**config.mk**
```make
export PLATFORM = sky130hd
export DESIGN_NAME = spi_xfer_ctrl
export DESIGN_NICKNAME = d
export VERILOG_FILES = /design/src/rtl/spi_xfer_pkg.sv /design/src/rtl/spi_xfer_ctrl_fifo.sv /design/src/rtl/spi_xfer_ctrl.sv
export SDC_FILE = /design/constraint.sdc
export NUM_CORES = 1
export LEC_CHECK = 0
export BUFFER_PORTS_ARGS = -buffer_cell sky130_fd_sc_hd__buf_2
export CORE_MARGIN = 2
export CORE_UTILIZATION = 35
export CTS_BUF_LIST = sky130_fd_sc_hd__clkbuf_4 sky130_fd_sc_hd__clkbuf_8 sky130_fd_sc_hd__clkbuf_16
export DETAILED_ROUTE_END_ITERATION = 12
export SETUP_SLACK_MARGIN = 0.3
export SYNTH_ARGS = -nofsm -noshare
export SYNTH_HDL_FRONTEND = slang
export SYNTH_HIERARCHICAL = 1
export SYNTH_SLANG_ARGS = --single-unit
```
**constraint.sdc**
```tcl
create_clock -name clk -period 3.7 [get_ports clk]
set_clock_uncertainty 0.2 [all_clocks]
set_input_delay 0.37 -clock clk [delete_from_list [all_inputs] [get_ports clk]]
set_output_delay 0.37 -clock clk [all_outputs]
set_load 0.02 [all_outputs]
```
**src/rtl/spi_xfer_pkg.sv**
```systemverilog
// spi_xfer_ctrl shared definitions: register map, bit positions, FSM states.
// Optional IRQ output is enabled with SPI_XFER_IRQ_EN.
package spi_xfer_pkg;

    localparam logic [3:0] OFF_TXDATA = 4'h0;
    localparam logic [3:0] OFF_RXDATA = 4'h4;
    localparam logic [3:0] OFF_CTRL   = 4'h8;
    localparam logic [3:0] OFF_STATUS = 4'hC;

    localparam int STS_BUSY     = 0;
    localparam int STS_TX_FULL  = 1;
    localparam int STS_RX_EMPTY = 2;
    localparam int STS_DONE     = 3;
    localparam int STS_OVF      = 4;
    localparam int STS_ERR      = 5;
    localparam int STS_TX_COUNT = 16;

    localparam int CTRL_LEN_LSB = 0;
    localparam int CTRL_LEN_W   = 9;
    localparam int CTRL_START   = 16;
    localparam int CTRL_BUSY    = 16;
    localparam int CTRL_IRQ_EN  = 24;

    typedef enum logic [2:0] {
        IDLE,
        CS_SETUP,
        SEND,
        WAIT_RX,
        CS_HOLD
    } xfer_state_e;

endpackage

```
**src/rtl/spi_xfer_ctrl_fifo.sv**
```systemverilog
// spi_byte_fifo: show-ahead 8-bit FIFO with occupancy count.
// A push into a full FIFO is accepted when a pop happens in the same cycle.
module spi_byte_fifo #(
    parameter  int DEPTH = 16,
    localparam int AW    = $clog2(DEPTH),
    localparam int CW    = AW + 1
) (
    input  logic          clk,
    input  logic          rst_n,
    input  logic          push,
    input  logic [7:0]    din,
    input  logic          pop,
    output logic [7:0]    dout,
    output logic          full,
    output logic          empty,
    output logic [CW-1:0] count
);

    logic [7:0]    mem_q [DEPTH];
    logic [AW-1:0] wr_q, wr_d;
    logic [AW-1:0] rd_q, rd_d;
    logic [CW-1:0] cnt_q, cnt_d;
    logic          do_push;
    logic          do_pop;

    assign full    = (cnt_q == CW'(DEPTH));
    assign empty   = (cnt_q == '0);
    assign count   = cnt_q;
    assign dout    = mem_q[rd_q];
    assign do_pop  = pop && !empty;
    assign do_push = push && (!full || pop);

    // Pointer and occupancy next-state.
    always_comb begin
        wr_d  = wr_q;
        rd_d  = rd_q;
        cnt_d = cnt_q;
        if (do_push) wr_d = wr_q + AW'(1);
        if (do_pop)  rd_d = rd_q + AW'(1);
        unique case ({do_push, do_pop})
            2'b10:   cnt_d = cnt_q + CW'(1);
            2'b01:   cnt_d = cnt_q - CW'(1);
            default: cnt_d = cnt_q;
        endcase
    end

    // Pointers and count; reset empties the FIFO.
    always_ff @(posedge clk or negedge rst_n) begin
        if (!rst_n) begin
            wr_q  <= '0;
            rd_q  <= '0;
            cnt_q <= '0;
        end else begin
            wr_q  <= wr_d;
            rd_q  <= rd_d;
            cnt_q <= cnt_d;
        end
    end

    // Storage array, no reset needed.
    always_ff @(posedge clk) begin
        if (do_push) mem_q[wr_q] <= din;
    end

endmodule

```
**src/rtl/spi_xfer_ctrl.sv**
```systemverilog
// spi_xfer_ctrl: bus-mapped multi-byte SPI transaction sequencer.
// Define SPI_XFER_IRQ_EN to add the xfer_irq output and CTRL[24] irq_en.
module spi_xfer_ctrl
    import spi_xfer_pkg::*;
#(
    parameter logic [31:0] ADDR          = 32'h0000_0000,
    parameter int          FIFO_DEPTH    = 16,
    parameter int          CS_SETUP_CLKS = 4,
    parameter int          CS_HOLD_CLKS  = 4
) (
    input  logic        clk,
    input  logic        resetn,
    input  logic        mem_valid,
    input  logic        wen,
    input  logic [31:0] addr,
    input  logic [31:0] wdata,
    output logic        mem_port_ready,
    output logic [31:0] rdata,
    output logic        spi_tx_dv,
    output logic [7:0]  spi_tx_byte,
    input  logic        spi_tx_ready,
    input  logic        spi_rx_dv,
    input  logic [7:0]  spi_rx_byte,
    output logic        spi_cs_n
`ifdef SPI_XFER_IRQ_EN
    ,
    output logic        xfer_irq
`endif
);

    localparam int         CNT_W      = $clog2(FIFO_DEPTH) + 1;
    localparam logic [8:0] DEPTH_LEN  = 9'(FIFO_DEPTH);
    localparam logic [7:0] SETUP_LOAD = 8'(CS_SETUP_CLKS - 1);
    localparam logic [7:0] HOLD_LOAD  = 8'(CS_HOLD_CLKS - 1);

    xfer_state_e state_q, state_d;
    logic [7:0]  cnt_q, cnt_d;
    logic [8:0]  rem_q, rem_d;
    logic        cs_q, cs_d;
    logic        tx_dv_q, tx_dv_d;
    logic [7:0]  tx_byte_q, tx_byte_d;
    logic [8:0]  len_q, len_d;
    logic        done_q, done_d;
    logic        ovf_q, ovf_d;
    logic        err_q, err_d;
    logic        ready_q, ready_d;
    logic [31:0] rdata_q, rdata_d;
`ifdef SPI_XFER_IRQ_EN
    logic        irq_en_q, irq_en_d;
    logic        irq_q, irq_d;
`endif

    logic             tx_push, tx_pop, tx_full, tx_empty;
    logic             rx_push, rx_pop, rx_full, rx_empty;
    logic [7:0]       tx_dout, rx_dout;
    logic [CNT_W-1:0] tx_count, rx_count;
    logic [8:0]       tx_cnt9;
    logic             acc, busy;
    logic [3:0]       off;
    logic             ctrl_wr, sts_wr;
    logic             start_req, start_legal;
    logic [8:0]       ctrl_len;
    logic             done_set;
    logic [31:0]      sts_rd, ctrl_rd;
    logic             unused_ok;

    assign busy      = (state_q != IDLE);
    assign tx_cnt9   = 9'(tx_count);
    assign off       = {addr[3:2], 2'b00};
    assign ctrl_len  = wdata[CTRL_LEN_LSB +: CTRL_LEN_W];
    assign acc       = mem_valid && !ready_q
                    && (addr[31:4] == ADDR[31:4]);
    assign unused_ok = ^{addr[1:0], wdata, rx_count, tx_empty};

    spi_byte_fifo #(.DEPTH(FIFO_DEPTH)) u_tx_fifo (
        .clk   (clk),
        .rst_n (resetn),
        .push  (tx_push),
        .din   (wdata[7:0]),
        .pop   (tx_pop),
        .dout  (tx_dout),
        .full  (tx_full),
        .empty (tx_empty),
        .count (tx_count)
    );

    spi_byte_fifo #(.DEPTH(FIFO_DEPTH)) u_rx_fifo (
        .clk   (clk),
        .rst_n (resetn),
        .push  (rx_push),
        .din   (spi_rx_byte),
        .pop   (rx_pop),
        .dout  (rx_dout),
        .full  (rx_full),
        .empty (rx_empty),
        .count (rx_count)
    );

    // Read-back images of STATUS and CTRL.
    always_comb begin
        sts_rd = '0;
        sts_rd[STS_BUSY]     = busy;
        sts_rd[STS_TX_FULL]  = tx_full;
        sts_rd[STS_RX_EMPTY] = rx_empty;
        sts_rd[STS_DONE]     = done_q;
        sts_rd[STS_OVF]      = ovf_q;
        sts_rd[STS_ERR]      = err_q;
        sts_rd[STS_TX_COUNT +: 9] = tx_cnt9;
        ctrl_rd = '0;
        ctrl_rd[CTRL_LEN_LSB +: CTRL_LEN_W] = len_q;
        ctrl_rd[CTRL_BUSY] = busy;
`ifdef SPI_XFER_IRQ_EN
        ctrl_rd[CTRL_IRQ_EN] = irq_en_q;
`else
        ctrl_rd[CTRL_IRQ_EN] = 1'b0;
`endif
    end

    // Bus decode: one-cycle acknowledge, register side effects.
    always_comb begin
        ready_d     = acc;
        rdata_d     = '0;
        tx_push     = 1'b0;
        rx_pop      = 1'b0;
        ctrl_wr     = 1'b0;
        sts_wr      = 1'b0;
        start_req   = 1'b0;
        len_d       = len_q;
        start_legal = (state_q == IDLE)
                   && (ctrl_len != 9'd0)
                   && (ctrl_len <= DEPTH_LEN)
                   && (tx_cnt9 >= ctrl_len);
        if (acc) begin
            unique case (off)
                OFF_TXDATA: tx_push = wen;
                OFF_RXDATA: begin
                    if (!wen && !rx_empty) begin
                        rx_pop  = 1'b1;
                        rdata_d = {23'b0, 1'b1, rx_dout};
                    end
                end
                OFF_CTRL: begin
                    if (wen) begin
                        ctrl_wr   = 1'b1;
                        len_d     = ctrl_len;
                        start_req = wdata[CTRL_START];
                    end else begin
                        rdata_d = ctrl_rd;
                    end
                end
                default: begin
                    if (wen) sts_wr  = 1'b1;
                    else     rdata_d = sts_rd;
                end
            endcase
        end
    end

    // Transfer sequencer next-state and SPI-side strobes.
    always_comb begin
        state_d   = state_q;
        cnt_d     = cnt_q;
        rem_d     = rem_q;
        cs_d      = cs_q;
        tx_dv_d   = 1'b0;
        tx_byte_d = tx_byte_q;
        tx_pop    = 1'b0;
        rx_push   = 1'b0;
        done_set  = 1'b0;
        unique case (state_q)
            IDLE: begin
                if (start_req && start_legal) begin
                    cs_d  = 1'b0;
                    rem_d = ctrl_len;
                    cnt_d = SETUP_LOAD;
                    if (CS_SETUP_CLKS > 1) state_d = CS_SETUP;
                    else                   state_d = SEND;
                end
            end
            CS_SETUP: begin
                if (cnt_q <= 8'd1) state_d = SEND;
                else               cnt_d   = cnt_q - 8'd1;
            end
            SEND: begin
                if (spi_tx_ready) begin
                    tx_pop    = 1'b1;
                    tx_dv_d   = 1'b1;
                    tx_byte_d = tx_dout;
                    rem_d     = rem_q - 9'd1;
                    state_d   = WAIT_RX;
                end
            end
            WAIT_RX: begin
                if (spi_rx_dv) begin
                    rx_push = 1'b1;
                    cnt_d   = HOLD_LOAD;
                    if (rem_q != 9'd0) begin
                        state_d = SEND;
                    end else if (CS_HOLD_CLKS > 1) begin
                        state_d = CS_HOLD;
                    end else begin
                        state_d  = IDLE;
                        cs_d     = 1'b1;
                        done_set = 1'b1;
                    end
                end
            end
            CS_HOLD: begin
                if (cnt_q <= 8'd1) begin
                    state_d  = IDLE;
                    cs_d     = 1'b1;
                    done_set = 1'b1;
                end else begin
                    cnt_d = cnt_q - 8'd1;
                end
            end
            default: state_d = IDLE;
        endcase
    end

    // Sticky flags: events set, W1C clears, set wins on collision.
    always_comb begin
        done_d = done_q;
        ovf_d  = ovf_q;
        err_d  = err_q;
        if (sts_wr) begin
            if (wdata[STS_DONE]) done_d = 1'b0;
            if (wdata[STS_OVF])  ovf_d  = 1'b0;
            if (wdata[STS_ERR])  err_d  = 1'b0;
        end
        if (done_set) done_d = 1'b1;
        if (tx_push && tx_full && !tx_pop) ovf_d = 1'b1;
        if (rx_push && rx_full && !rx_pop) ovf_d = 1'b1;
        if (start_req && !start_legal)     err_d = 1'b1;
`ifdef SPI_XFER_IRQ_EN
        irq_en_d = ctrl_wr ? wdata[CTRL_IRQ_EN] : irq_en_q;
        irq_d    = done_q && irq_en_q;
`endif
    end

    // State and output registers; cs_n deasserts asynchronously.
    always_ff @(posedge clk or negedge resetn) begin
        if (!resetn) begin
            state_q   <= IDLE;
            cnt_q     <= '0;
            rem_q     <= '0;
            cs_q      <= 1'b1;
            tx_dv_q   <= 1'b0;
            tx_byte_q <= '0;
            len_q     <= '0;
            done_q    <= 1'b0;
            ovf_q     <= 1'b0;
            err_q     <= 1'b0;
            ready_q   <= 1'b0;
            rdata_q   <= '0;
`ifdef SPI_XFER_IRQ_EN
            irq_en_q  <= 1'b0;
            irq_q     <= 1'b0;
`endif
        end else begin
            state_q   <= state_d;
            cnt_q     <= cnt_d;
            rem_q     <= rem_d;
            cs_q      <= cs_d;
            tx_dv_q   <= tx_dv_d;
            tx_byte_q <= tx_byte_d;
            len_q     <= len_d;
            done_q    <= done_d;
            ovf_q     <= ovf_d;
            err_q     <= err_d;
            ready_q   <= ready_d;
            rdata_q   <= rdata_d;
`ifdef SPI_XFER_IRQ_EN
            irq_en_q  <= irq_en_d;
            irq_q     <= irq_d;
`endif
        end
    end

    assign mem_port_ready = ready_q;
    assign rdata          = rdata_q;
    assign spi_tx_dv      = tx_dv_q;
    assign spi_tx_byte    = tx_byte_q;
    assign spi_cs_n       = cs_q;
`ifdef SPI_XFER_IRQ_EN
    assign xfer_irq       = irq_q;
`endif

endmodule

```
==> results summary <==
The final setup violation count is 0. The number of standard-cell rows in the floorplan came out at 75. The cell count after synthesis came out at 982. The kind of cell with the highest combined delay along the critical path is simple AND/OR/NAND/NOR gates. The global placement routability congestion came out at 0.787.

The initial antenna violation count is 0. The number of maximum-capacitance constraint violations came out at 0. The signed area change from the synthesized netlist to the final layout came out at 16.2%. The cell area after synthesis is approximately 15,000 sq um. The final period demand of the worst path is 3.28 ns. The number of buffers inserted by port buffering is a little under 80. The worst setup path endpoint is u_tx_fifo/count[4]. The flow ran to the end, and the final reports show no timing, DRC or antenna violations. The H-tree was split into 2 levels. The area share of the largest cell type after synthesis came out at 52.4%. The overall die area came out at 43,600 sq um. The length of the first detailed-routing pass in iterations is 4. The number of placed instances, taps included came out at ~1,600. Ranked by instance count, the synthesized netlist is headed by edfxtp_1 (256), dfrtp_1 (82), nand2_1 (75).

By instance count, the leading cell after synthesis is edfxtp_1. The non-filler instance count after layout came out at 1,666. The count of routing violations after the opening detailed-route iteration is 415. The aggregate routed wire length is 32,600 microns. Dividing the detail-routed wire length by the instance count gives 19.5 microns. The total count of max-transition violations in the final report came out at 0.

A synthesized cell averages 15.0 sq um. The via count of the first global-routing pass came out at 8,516. The internal reg-to-reg setup slack came out at ~0.42 ns. The total DRC errors in the routed layout came out at 0. The tree is rooted in a clkbuf_16. The HPWL reported at the end of detailed placement is roughly 22,000 microns.

The endpoint identified for the worst register-to-register timing path is u_tx_fifo/count[4]. Counting flops with a built-in enable in the synthesized netlist gives 256. The longest individual stage delay on the worst path is 0.42 ns. The height of the die is 209 microns. In this run the horizontal extent of the chip is ~210 microns. The startpoint identified for the worst register-to-register timing path is mem_port_ready. The all-layer global routing usage came out at ~15%. The worst setup path is launched from a register. The most used flip-flop cell after synthesis is edfxtp_1.

The count of unique library cells instantiated by Yosys came out at 62. For this configuration, the core starts out at a cell density of roughly a third. The worst setup path is captured at a register.

The insertion delay of the later-clocked pin in the worst-skew pair is 0.54 ns. The maximum number of buffers from clock root to sink came out at 3. The average vias per placed instance is 5.03. The total core area came out at 41,700 sq um. Together, buffers and inverters on the worst path number 1. The largest area contributor in the netlist is edfxtp_1. The number of antenna repair diodes came out at 0. The critical path goes through nor4b_4 -> nand4_1 -> or2_4 -> nor3_4 -> o21a_4 -> inv_2 -> ha_2 -> ha_4 -> nor2b_1 -> o21ai_1 -> a21oi_1 -> or3b_1 -> xnor2_2. The static leakage is 0.00632 uW. Clock-pin slew was measured on the worst setup and hold paths at 0.06 ns.

The fraction of layout cells with a size suffix above 1 came out at 24.6%. Dividing the final minimum period by the clock period gives 88.6%. The transition time at the pin with the least slew margin came out at between 1 and 1.5 ns. The net count of the finished layout came out at 1,208. The number of clock sinks came out at 339. The maximum number of pins on one net before global-route repair came out at 70. The endpoint required time on the critical path is 3.91 ns.

The critical path depth in cells came out at 13. STA puts the critical path data arrival time at about 3.5 ns. TritonCTS built the clock tree. The total CTS buffers came out at 36.

In this run the worst path has a maximum fanout of 8. The overall overflow remaining after global route came out at 0. The via count came out at 8,377.

121 I/O pins were placed. The min-delay analysis places its worst path in the category in2reg. For this design the ratio of total power to cell area is between 600 and 700 nW/um^2. Tracing the worst setup path back leads to its startpoint at mem_port_ready. The number of warnings issued by yosys is 6. Counting flops and latches in the post-synthesis netlist gives between 300 and 400. The cell depth of the worst hold path is 1. The largest individual stage delay along the critical path comes from the cell dfrtp_2. The count of cells along the worst register-to-register path came out at 13. The share of flip-flops with an asynchronous set or reset came out at 24.5%. In this run the remaining antenna-violating nets after routing total 0.

The setup slack after layout came out at 0.422 ns. Sorting the synthesized cells by area gives the leading types as edfxtp_1 (52%), dfrtp_1 (14%), mux4_2 (4.9%). After detailed placement, the total cell area comes to 15,700 sq um.

The sequential element share of the synthesized area came out at 66.5%. The worst IR drop on VDD is approximately 0.38 mV. Once layout is done, the placed cells without fillers occupy roughly 17,000 sq um. The upper clock frequency limit is 0.305 GHz.

The critical path is of the reg2reg type. The global-route wire length before repair came out at 49,700 microns. Setup repair after global routing could not meet its margin everywhere. After filler insertion, the fill cell instance count of the layout stands at 3,865. The post-placement setup slack came out at -0.0252 ns. The setup TNS is 0 ns.

The worst pin sits at a relative slew slack of between 10% and 20%. The number of hold violations in the final report is 0.
-- through the flow --
stage,util [%],hold slack (ns),total power [uW]
2_1_floorplan,-,-0.126,6520
3_3_place_gp,37.7,0.255,7130
3_5_place_dp,37.7,0.257,7180
4_1_cts,40.6,0.0364,10600
5_1_grt,40.9,0.0326,11200
6_report,40.9,0.0486,10600
-- power breakdown --
part	switching [uW]	internal, uW
combinational	1350	1090
clock	1480	1920
sequential	365	4410
total	3200	7420
-- routing by layer --
layer  global-route usage, %  up-vias  wire length (microns)
li1                        -     3927                      -
met4                    4.19        0                    682
met5                       0        -                      0
met2                    24.7      155                  16000
met3                    2.55       52                   1180
met1                    20.2     4243                  14700
-- cells in the final DEF (no fill, tap or decap), drive strengths merged, types with 5 or more instances in the layout --
master	synthesis	final
nor3	14	14
xnor2	17	17
ha	26	26
mux4	32	32
o21ai	53	53
nand2b	7	7
xor2	6	6
buf	47	122
conb	1	18
clkinvlp	0	5
clkbuf	17	42
edfxtp	256	256
nor2	28	28
nand3	7	7
nor3b	7	7
and3	8	8
a22oi	18	18
a31oi	7	7
nand2	75	75
mux2	27	27
nor2b	8	8
inv	29	30
a21oi	38	38
and2	37	37
nor4	15	15
clkinv	0	14
dfrtp	82	82
dlygate4sd3	0	7
mux2i	56	56
a221oi	16	16
or3	7	7
-- what timing repair did --
item,4_1_cts,5_1_grt
setup buffers,1,10
setup endpoints to repair,2,34
hold buffers,7,0
gates resized for setup,5,13
pin swaps,1,6
endpoints found under the hold margin,90,0
-- worst min-delay path by stage --
stage | startpoint | slack, ns | end
floorplan | resetn | -0.13 | cnt_q[0]
global placement | spi_tx_byte[0] | 0.25 | spi_tx_byte[0]
detailed placement | spi_tx_byte[3] | 0.26 | spi_tx_byte[3]
CTS | spi_rx_byte[0] | 0.04 | u_rx_fifo/mem_q[14][0]
global route | wdata[8] | 0.03 | len_q[8]
finish | spi_rx_byte[6] | 0.05 | u_rx_fifo/mem_q[15][6]
-- flip-flops by register name (all words and copies together), names as in the netlist --
| register | count |
|---|---|
| u_rx_fifo/rd_q | 4 |
| u_tx_fifo/count | 5 |
| rdata | 14 |
| state_q | 3 |
| cnt_q | 8 |
| u_tx_fifo/rd_q | 4 |
| spi_tx_byte | 8 |
| done_q | 1 |
| u_tx_fifo/mem_q | 128 |
| rem_q | 9 |
| u_rx_fifo/count | 5 |
| err_q | 1 |
| spi_cs_n | 1 |
| u_rx_fifo/mem_q | 128 |
| u_rx_fifo/wr_q | 4 |
| u_tx_fifo/wr_q | 4 |
| ovf_q | 1 |
| spi_tx_dv | 1 |
| len_q | 9 |
| mem_port_ready | 1 |
-- cell families (layout without fill, tap and decap cells) --
| family | after synthesis | count (layout) | synth area share, % |
|---|---|---|---|
| adders and majority gates | 28 | 28 | 2.49 |
| DFF | 339 | 339 | 66.5 |
| and+or+nand+nor | 227 | 227 | 8.31 |
| AOI/OAI and AO/OA | 156 | 156 | 6.74 |
| other | 1 | 18 | 0.0255 |
| xor gates and xnor gates | 23 | 23 | 1.37 |
| buffers and inverters | 93 | 221 | 3.72 |
| muxes | 115 | 115 | 10.8 |
-- cell type report --
class,instances,area (sq um),share of cell area [%]
clock buffer,42,946,5.55
timing repair buffer,129,818,4.80
sequential,339,9770,57.3
tap,539,674,3.95
multi-input combinational,567,4560,26.7
clock inverter,21,175,1.03
inverter,29,111,0.653
No activity file was read; power rests on OpenSTA's default activity.
